$ cat src/rtl/serv_pkg.sv
// Shared types for the SERV sequencing controller: FSM state encoding and
// counter sizing helpers that depend on the datapath width W.
package serv_pkg;

  typedef enum logic [2:0] {
    FETCH  = 3'd0,
    DECODE = 3'd1,
    INIT   = 3'd2,
    WAIT   = 3'd3,
    ARM    = 3'd4,
    RUN    = 3'd5
  } state_t;

  localparam int CNT_WIDTH = 5;

  function automatic int cnt_chunks(input int w);
    return 32 / w;
  endfunction

  function automatic int cnt_bits(input int w);
    return $clog2(32 / w);
  endfunction

  function automatic bit legal_w(input int w);
    return (w == 1) || (w == 2) || (w == 4) || (w == 8);
  endfunction

endpackage

$ cat src/rtl/serv_seq_ctrl_if.sv
// Bus and register-file handshakes between the sequencer (master) and the
// ibus/dbus/RF/MDU side (slave); requests are level signals held until acked.
interface serv_seq_ctrl_if;
  logic ibus_cyc;
  logic ibus_ack;
  logic dbus_cyc;
  logic dbus_ack;
  logic rf_rreq;
  logic rf_wreq;
  logic rf_ready;
  logic mdu_valid;
  logic mdu_ready;

  modport master (
    output ibus_cyc, dbus_cyc, rf_rreq, rf_wreq, mdu_valid,
    input  ibus_ack, dbus_ack, rf_ready, mdu_ready
  );

  modport slave (
    input  ibus_cyc, dbus_cyc, rf_rreq, rf_wreq, mdu_valid,
    output ibus_ack, dbus_ack, rf_ready, mdu_ready
  );
endinterface

$ cat src/rtl/serv_seq_cnt.sv
// Chunk counter: walks 32 bits in 32/W cycles while enabled, decodes are
// combinational off the chunk register; no backpressure, idles at zero.
module serv_seq_cnt
  import serv_pkg::*;
#(
  parameter int W = 1
) (
  input  logic                 i_clk,
  input  logic                 i_rst_n,
  input  logic                 i_en,
  output logic [CNT_WIDTH-1:0] o_cnt,
  output logic                 o_cnt_done,
  output logic                 o_cnt0,
  output logic                 o_cnt0to3,
  output logic                 o_cnt12to31
);

  localparam int CNT_BITS = cnt_bits(W);
  localparam int SHIFT    = $clog2(W);
  localparam logic [CNT_BITS-1:0] LAST = CNT_BITS'(cnt_chunks(W) - 1);

  logic [CNT_BITS-1:0] chunk_q;

  // Holding at zero whenever disabled means every INIT/RUN phase starts clean.
  always_ff @(posedge i_clk or negedge i_rst_n) begin
    if (!i_rst_n) begin
      chunk_q <= '0;
    end else if (i_en) begin
      chunk_q <= chunk_q + CNT_BITS'(1);
    end else begin
      chunk_q <= '0;
    end
  end

  assign o_cnt       = CNT_WIDTH'(chunk_q) << SHIFT;
  assign o_cnt_done  = i_en & (chunk_q == LAST);
  assign o_cnt0      = i_en & (o_cnt == 5'd0);
  assign o_cnt0to3   = i_en & (o_cnt < 5'd4);
  assign o_cnt12to31 = i_en & (o_cnt >= 5'd12);

endmodule

$ cat src/rtl/serv_seq_ctrl.sv
// Instruction lifecycle sequencer for the bit-serial core: 32/W cycles per
// counted phase; waits indefinitely on ibus/dbus/RF/MDU handshakes.
module serv_seq_ctrl
  import serv_pkg::*;
#(
  parameter int W        = 1,
  parameter bit WITH_CSR = 1'b1,
  parameter bit ALIGN    = 1'b0,
  parameter bit MDU      = 1'b0
) (
  input  logic                   i_clk,
  input  logic                   i_rst_n,
  serv_seq_ctrl_if.master        bus,
  input  logic                   i_two_stage_op,
  input  logic                   i_branch_op,
  input  logic                   i_cond_branch,
  input  logic                   i_bne_or_bge,
  input  logic                   i_shift_op,
  input  logic                   i_sh_done,
  input  logic                   i_slt_or_branch,
  input  logic                   i_dbus_en,
  input  logic                   i_mdu_op,
  input  logic                   i_e_op,
  input  logic                   i_alu_cmp,
  input  logic                   i_ctrl_misalign,
  input  logic                   i_mem_misalign,
  input  logic                   i_new_irq,
  output logic [2:0]             o_state,
  output logic [CNT_WIDTH-1:0]   o_cnt,
  output logic                   o_cnt_en,
  output logic                   o_cnt_done,
  output logic                   o_cnt0,
  output logic                   o_cnt0to3,
  output logic                   o_cnt12to31,
  output logic [1:0]             o_mem_bytecnt,
  output logic                   o_init,
  output logic                   o_ctrl_pc_en,
  output logic                   o_ctrl_jump,
  output logic                   o_ctrl_trap,
  output logic                   o_bufreg_en
);

  if (!legal_w(W)) begin : g_bad_w
    $error("serv_seq_ctrl: W must be 1, 2, 4 or 8");
  end

  state_t state_q;
  logic   trap_r;
  logic   jump_q;
  logic   take_branch;
  logic   trap_set;
  logic   wait_go;
  logic   mdu_req;

  assign take_branch = i_branch_op & (!i_cond_branch | (i_alu_cmp ^ i_bne_or_bge));
  assign trap_set    = WITH_CSR & ((take_branch & i_ctrl_misalign & !ALIGN) |
                                   (i_dbus_en & i_mem_misalign));
  assign mdu_req     = MDU & i_mdu_op;
  // A pending trap skips the memory/MDU access and only re-reads the RF.
  assign wait_go     = (state_q == WAIT) & !trap_r;

  assign bus.ibus_cyc  = (state_q == FETCH) & i_rst_n;
  assign bus.rf_rreq   = (bus.ibus_cyc & bus.ibus_ack) | ((state_q == WAIT) & trap_r);
  assign bus.dbus_cyc  = wait_go & i_dbus_en;
  assign bus.mdu_valid = wait_go & mdu_req;
  assign bus.rf_wreq   = wait_go & (bus.dbus_ack | (i_shift_op & i_sh_done) |
                                    i_slt_or_branch | (mdu_req & bus.mdu_ready));

  assign o_state       = state_q;
  assign o_cnt_en      = (state_q == INIT) | (state_q == RUN);
  assign o_mem_bytecnt = o_cnt[4:3];
  assign o_init        = (state_q == INIT);
  assign o_ctrl_pc_en  = (state_q == RUN);
  assign o_ctrl_jump   = jump_q;
  assign o_ctrl_trap   = i_rst_n & WITH_CSR & (i_e_op | i_new_irq | trap_r);
  assign o_bufreg_en   = (state_q == INIT) |
                         ((state_q == RUN) & i_two_stage_op & (o_ctrl_trap | i_branch_op)) |
                         ((state_q == WAIT) & i_shift_op & !i_sh_done);

  always_ff @(posedge i_clk or negedge i_rst_n) begin
    if (!i_rst_n) begin
      state_q <= FETCH;
      trap_r  <= 1'b0;
      jump_q  <= 1'b0;
    end else begin
      case (state_q)
        FETCH: if (bus.ibus_ack) begin
          trap_r  <= 1'b0;
          jump_q  <= 1'b0;
          state_q <= DECODE;
        end
        DECODE: if (bus.rf_ready) begin
          state_q <= (i_two_stage_op & !i_new_irq) ? INIT : RUN;
        end
        INIT: if (o_cnt_done) begin
          jump_q  <= take_branch;
          trap_r  <= trap_set;
          state_q <= WAIT;
        end
        WAIT: if (trap_r | bus.rf_wreq) begin
          state_q <= ARM;
        end
        ARM: if (bus.rf_ready) begin
          state_q <= RUN;
        end
        RUN: if (o_cnt_done) begin
          state_q <= FETCH;
        end
        default: state_q <= FETCH;
      endcase
    end
  end

  serv_seq_cnt #(.W(W)) u_cnt (
    .i_clk       (i_clk),
    .i_rst_n     (i_rst_n),
    .i_en        (o_cnt_en),
    .o_cnt       (o_cnt),
    .o_cnt_done  (o_cnt_done),
    .o_cnt0      (o_cnt0),
    .o_cnt0to3   (o_cnt0to3),
    .o_cnt12to31 (o_cnt12to31)
  );

endmodule

$ cat src/flat_wrapper.sv
// flat-port wrapper written by rule: the top's interface ports become plain ports
module serv_seq_ctrl_flat import serv_pkg::*;
#(
  parameter int W        = 1,
  parameter bit WITH_CSR = 1'b1,
  parameter bit ALIGN    = 1'b0,
  parameter bit MDU      = 1'b0
)
  (i_clk, i_rst_n, i_two_stage_op, i_branch_op, i_cond_branch, i_bne_or_bge, i_shift_op, i_sh_done, i_slt_or_branch, i_dbus_en, i_mdu_op, i_e_op, i_alu_cmp, i_ctrl_misalign, i_mem_misalign, i_new_irq, o_state, o_cnt, o_cnt_en, o_cnt_done, o_cnt0, o_cnt0to3, o_cnt12to31, o_mem_bytecnt, o_init, o_ctrl_pc_en, o_ctrl_jump, o_ctrl_trap, o_bufreg_en, bus_ibus_cyc, bus_dbus_cyc, bus_rf_rreq, bus_rf_wreq, bus_mdu_valid, bus_ibus_ack, bus_dbus_ack, bus_rf_ready, bus_mdu_ready);
  serv_seq_ctrl_if bus_i ();
  input  logic i_clk;
  input  logic i_rst_n;
  input  logic i_two_stage_op;
  input  logic i_branch_op;
  input  logic i_cond_branch;
  input  logic i_bne_or_bge;
  input  logic i_shift_op;
  input  logic i_sh_done;
  input  logic i_slt_or_branch;
  input  logic i_dbus_en;
  input  logic i_mdu_op;
  input  logic i_e_op;
  input  logic i_alu_cmp;
  input  logic i_ctrl_misalign;
  input  logic i_mem_misalign;
  input  logic i_new_irq;
  output logic [2:0] o_state;
  output logic [CNT_WIDTH-1:0] o_cnt;
  output logic o_cnt_en;
  output logic o_cnt_done;
  output logic o_cnt0;
  output logic o_cnt0to3;
  output logic o_cnt12to31;
  output logic [1:0] o_mem_bytecnt;
  output logic o_init;
  output logic o_ctrl_pc_en;
  output logic o_ctrl_jump;
  output logic o_ctrl_trap;
  output logic o_bufreg_en;
  output wire logic [$bits(bus_i.ibus_cyc)-1:0] bus_ibus_cyc;
  output wire logic [$bits(bus_i.dbus_cyc)-1:0] bus_dbus_cyc;
  output wire logic [$bits(bus_i.rf_rreq)-1:0] bus_rf_rreq;
  output wire logic [$bits(bus_i.rf_wreq)-1:0] bus_rf_wreq;
  output wire logic [$bits(bus_i.mdu_valid)-1:0] bus_mdu_valid;
  input wire logic [$bits(bus_i.ibus_ack)-1:0] bus_ibus_ack;
  input wire logic [$bits(bus_i.dbus_ack)-1:0] bus_dbus_ack;
  input wire logic [$bits(bus_i.rf_ready)-1:0] bus_rf_ready;
  input wire logic [$bits(bus_i.mdu_ready)-1:0] bus_mdu_ready;
  assign bus_ibus_cyc = bus_i.ibus_cyc;
  assign bus_dbus_cyc = bus_i.dbus_cyc;
  assign bus_rf_rreq = bus_i.rf_rreq;
  assign bus_rf_wreq = bus_i.rf_wreq;
  assign bus_mdu_valid = bus_i.mdu_valid;
  assign bus_i.ibus_ack = bus_ibus_ack;
  assign bus_i.dbus_ack = bus_dbus_ack;
  assign bus_i.rf_ready = bus_rf_ready;
  assign bus_i.mdu_ready = bus_mdu_ready;
  serv_seq_ctrl #(.W(W), .WITH_CSR(WITH_CSR), .ALIGN(ALIGN), .MDU(MDU)) u_core (.i_clk(i_clk), .i_rst_n(i_rst_n), .bus(bus_i), .i_two_stage_op(i_two_stage_op), .i_branch_op(i_branch_op), .i_cond_branch(i_cond_branch), .i_bne_or_bge(i_bne_or_bge), .i_shift_op(i_shift_op), .i_sh_done(i_sh_done), .i_slt_or_branch(i_slt_or_branch), .i_dbus_en(i_dbus_en), .i_mdu_op(i_mdu_op), .i_e_op(i_e_op), .i_alu_cmp(i_alu_cmp), .i_ctrl_misalign(i_ctrl_misalign), .i_mem_misalign(i_mem_misalign), .i_new_irq(i_new_irq), .o_state(o_state), .o_cnt(o_cnt), .o_cnt_en(o_cnt_en), .o_cnt_done(o_cnt_done), .o_cnt0(o_cnt0), .o_cnt0to3(o_cnt0to3), .o_cnt12to31(o_cnt12to31), .o_mem_bytecnt(o_mem_bytecnt), .o_init(o_init), .o_ctrl_pc_en(o_ctrl_pc_en), .o_ctrl_jump(o_ctrl_jump), .o_ctrl_trap(o_ctrl_trap), .o_bufreg_en(o_bufreg_en));
endmodule
$ cat config.mk
export PLATFORM = sky130hd
export DESIGN_NAME = serv_seq_ctrl_flat
export DESIGN_NICKNAME = d
export VERILOG_FILES = /design/src/rtl/serv_pkg.sv /design/src/rtl/serv_seq_ctrl_if.sv /design/src/rtl/serv_seq_cnt.sv /design/src/rtl/serv_seq_ctrl.sv /design/src/flat_wrapper.sv
export SDC_FILE = /design/constraint.sdc
export NUM_CORES = 1
export LEC_CHECK = 0
export CORE_MARGIN = 4
export CORE_UTILIZATION = 40
export DETAILED_ROUTE_END_ITERATION = 7
export PLACE_DENSITY = 0.94
export REMOVE_ABC_BUFFERS = 1
export SLEW_MARGIN = 0
export SYNTH_ARGS = -nofsm -noshare
export SYNTH_HDL_FRONTEND = slang
export SYNTH_SLANG_ARGS = --single-unit
export TNS_END_PERCENT = 20
$ cat constraint.sdc
create_clock -name i_clk -period 3.5 [get_ports i_clk]
set_input_delay 0.7 -clock i_clk [delete_from_list [all_inputs] [get_ports i_clk]]
set_output_delay 0.7 -clock i_clk [all_outputs]
set_load 0.005 [all_outputs]
==> results.sh <==
export IMPL_crit_required_ps=2800
export IMPL_area_growth_pct=52.5
export IMPL_antennaDiodeCount=0
export IMPL_holdCritStartpoint="u_core.o_ctrl_jump"
export IMPL_wl_per_cell_um=15.0
export IMPL_ir_worst_vdd_mv=0.285
export IMPL_avgSynthCellArea_sq_um=9.24
export IMPL_fin_cells=149
export IMPL_setup_viol=0
export IMPL_worst_hold_slack_ps=532
export IMPL_synth_ff_type="dfrtp_1"
export IMPL_final_common_cell="clkdlybuf4s50_1"
export IMPL_fin_crit_ps=2960
export IMPL_cp_start_kind="flop"
export IMPL_critical_path_arrival_ps=2260
export IMPL_fin_nets=149
export IMPL_drive_above_1_share_pct=11.3
export IMPL_slew_violations=0
export IMPL_grt_pass1_wl_um=3820
export IMPL_row_count=15
export IMPL_finalPower_mw=0.677
export IMPL_ys_ff_latch=10
export IMPL_rrSetupSlack_ps=1670
export IMPL_io_pins=45
export IMPL_vias_per_cell=5.50
export IMPL_cellPowerDensity_mw_per_mm2=565
export IMPL_worst_slew_pin_slew_ps=501
export IMPL_clock_path_buffers=2
export IMPL_grt_pass1_vias=874
export IMPL_outcome="complete, no violations"
export IMPL_drt_iter0_drc=23
export IMPL_antenna_left=0
export IMPL_synth_edf_count=0
export IMPL_dp_cells=146
export IMPL_synth_area_sq_um=786
export IMPL_drcViolationCount=0
export IMPL_fin_crit_sh_pct=84.5
export IMPL_min_path_cells=2
export IMPL_hold_class="flop to flop"
export IMPL_initial_core_util_pct=43.6
export IMPL_wl_um=2230
export IMPL_rr_startpoint="u_core.u_cnt.o_cnt[0]"
export IMPL_io_buffers=41
export IMPL_postCtsHoldBufs=0
export IMPL_final_hold_viol_count=0
export IMPL_endpoint_kind="output port"
export IMPL_vias=819
export IMPL_place_hpwl_um=1790
export IMPL_crit_chain="nor3b_4 -> a21oi_2 -> nor4_4 -> and2_1 -> clkdlybuf4s50_1"
export IMPL_max_freq_mhz=338
export IMPL_cts_root_buf="clkbuf_4"
export IMPL_path_class="flop to output port"
export IMPL_cts_resized=0
export IMPL_die_w_um=52.3
export IMPL_yosys_warnings=0
export IMPL_antenna_found_initial=0
export IMPL_overflow=0
export IMPL_path_max_fanout=12
export IMPL_grt_setup_unrepaired="no"
export IMPL_numCtsBuffers=3
export IMPL_cpMaxStageDelayCell="dfrtp_1"
export IMPL_coreArea_sq_mm=0.00180
export IMPL_slew_headroom_pct=66.6
export IMPL_synthArstFlopShare_pct=100
export IMPL_cts_htree_levels=1
export IMPL_min_to="u_core.o_ctrl_jump"
export IMPL_die_y_um=52.3
export IMPL_reg2regPathDepth=7
export IMPL_critPathMaxStageDelay_ps=580
export IMPL_seq_area_frac_synth_pct=31.8
export IMPL_post_cts_buffers=0
export IMPL_finalSetupTns_ps=0
export IMPL_dr_pass1_iters=4
export IMPL_cts_tree="yes"
export IMPL_finalClockSkew_ps=9.91
export IMPL_grt_max_degree=14
export IMPL_clock_sinks=10
export IMPL_p_leak_nw=0.495
export IMPL_ys_types=35
export IMPL_clk_latency_ps=270
export IMPL_dieArea_sq_mm=0.00274
export IMPL_regToRegEndpoint="u_core.trap_r"
export IMPL_syn_inst=85
export IMPL_grt_util_all_layers_pct=19.1
export IMPL_place_gp_congestion=0.739
export IMPL_path_clk_slew_ps=70
export IMPL_cap_violations=0
export IMPL_layout_common_cells="clkdlybuf4s50_1 (41), dfrtp_1 (10), inv_1 (8), nor2_1 (7)"
## worst max-delay path by stage
| stage | startpoint | cells past startpoint | to |
|---|---|---|---|
| after floorplan | u_core.o_state[1] | 4 | o_cnt0 |
| after global placement | i_rst_n | 5 | o_bufreg_en |
| after detailed placement | i_rst_n | 5 | o_bufreg_en |
| after CTS | i_rst_n | 5 | o_bufreg_en |
| after global routing | u_core.o_state[1] | 5 | o_cnt0 |
| final | u_core.o_state[1] | 5 | o_cnt0 |
## where the power goes
group          leakage (nW)  internal, mW  switching [mW]
Sequential            0.131         0.146          0.0793
Clock                0.0138        0.0396          0.0382
Combinational         0.350         0.221           0.153
Total                 0.495         0.407           0.270
## layer usage
metal / GRT usage (%) / up-vias / share of wire (%)
met5: 0 / - / 0
met4: 11.1 / 0 / 2.7
met3: 3.99 / 9 / 7.3
met2: 32.2 / 48 / 50
met1: 22.1 / 386 / 39
li1: - / 376 / -
## synth_stat cells (3+ instances only)
| master | count | area [sq um] |
|---|---|---|
| nor2b_1 | 3 | 18.8 |
| o21ai_0 | 4 | 20.0 |
| dfrtp_1 | 10 | 250 |
| inv_1 | 8 | 30.0 |
| buf_4 | 3 | 22.5 |
| nand3_1 | 6 | 30.0 |
| a21oi_1 | 6 | 30.0 |
| ha_1 | 3 | 37.5 |
| nor2_1 | 7 | 26.3 |
## logic make-up after synthesis
family	synth area share [%]
compound gates	16.7
xor+xnor	3.34
fa+ha+maj	4.78
buf+inv	11.3
flops	31.8
mux	5.41
other cells	0.477
simple gates	26.1
## flip-flops by register name, summed over array words and instances (netlist names)
name and count:
u_core.o_ctrl_jump 1, u_core.o_state 3, u_core.trap_r 1, u_core.u_cnt.o_cnt 5
## final cells by class
cell class              instances  area (sq um)
inverters                       8          30.0
multi-input cells              61           447
fillers                       155           603
well taps                      25          31.3
clock buffers                   3          22.5
flip-flops and latches         10           250
repair buffers                 42           418
## metrics by stage
| step | instance area, sq um | setup slack (ps) | utilization, % |
|---|---|---|---|
| 5_1_grt | 1200 | 386 | 66.5 |
| 3_3_place_gp | 1180 | 577 | 65.3 |
| 3_5_place_dp | 1180 | 547 | 65.3 |
| 4_1_cts | 1200 | 545 | 66.5 |
| 6_report | 1200 | 541 | 66.5 |
| 2_1_floorplan | 727 | 1430 | - |
## critical path: cells and delay by family (launching register included)
kind / cells / cell delay (ps)
buffers and inverters: 1 / 490
AO/OA/AOI/OAI: 1 / 160
AND/OR/NAND/NOR: 3 / 750
flip-flops: 1 / 580
(Power assumes the default switching activity.)
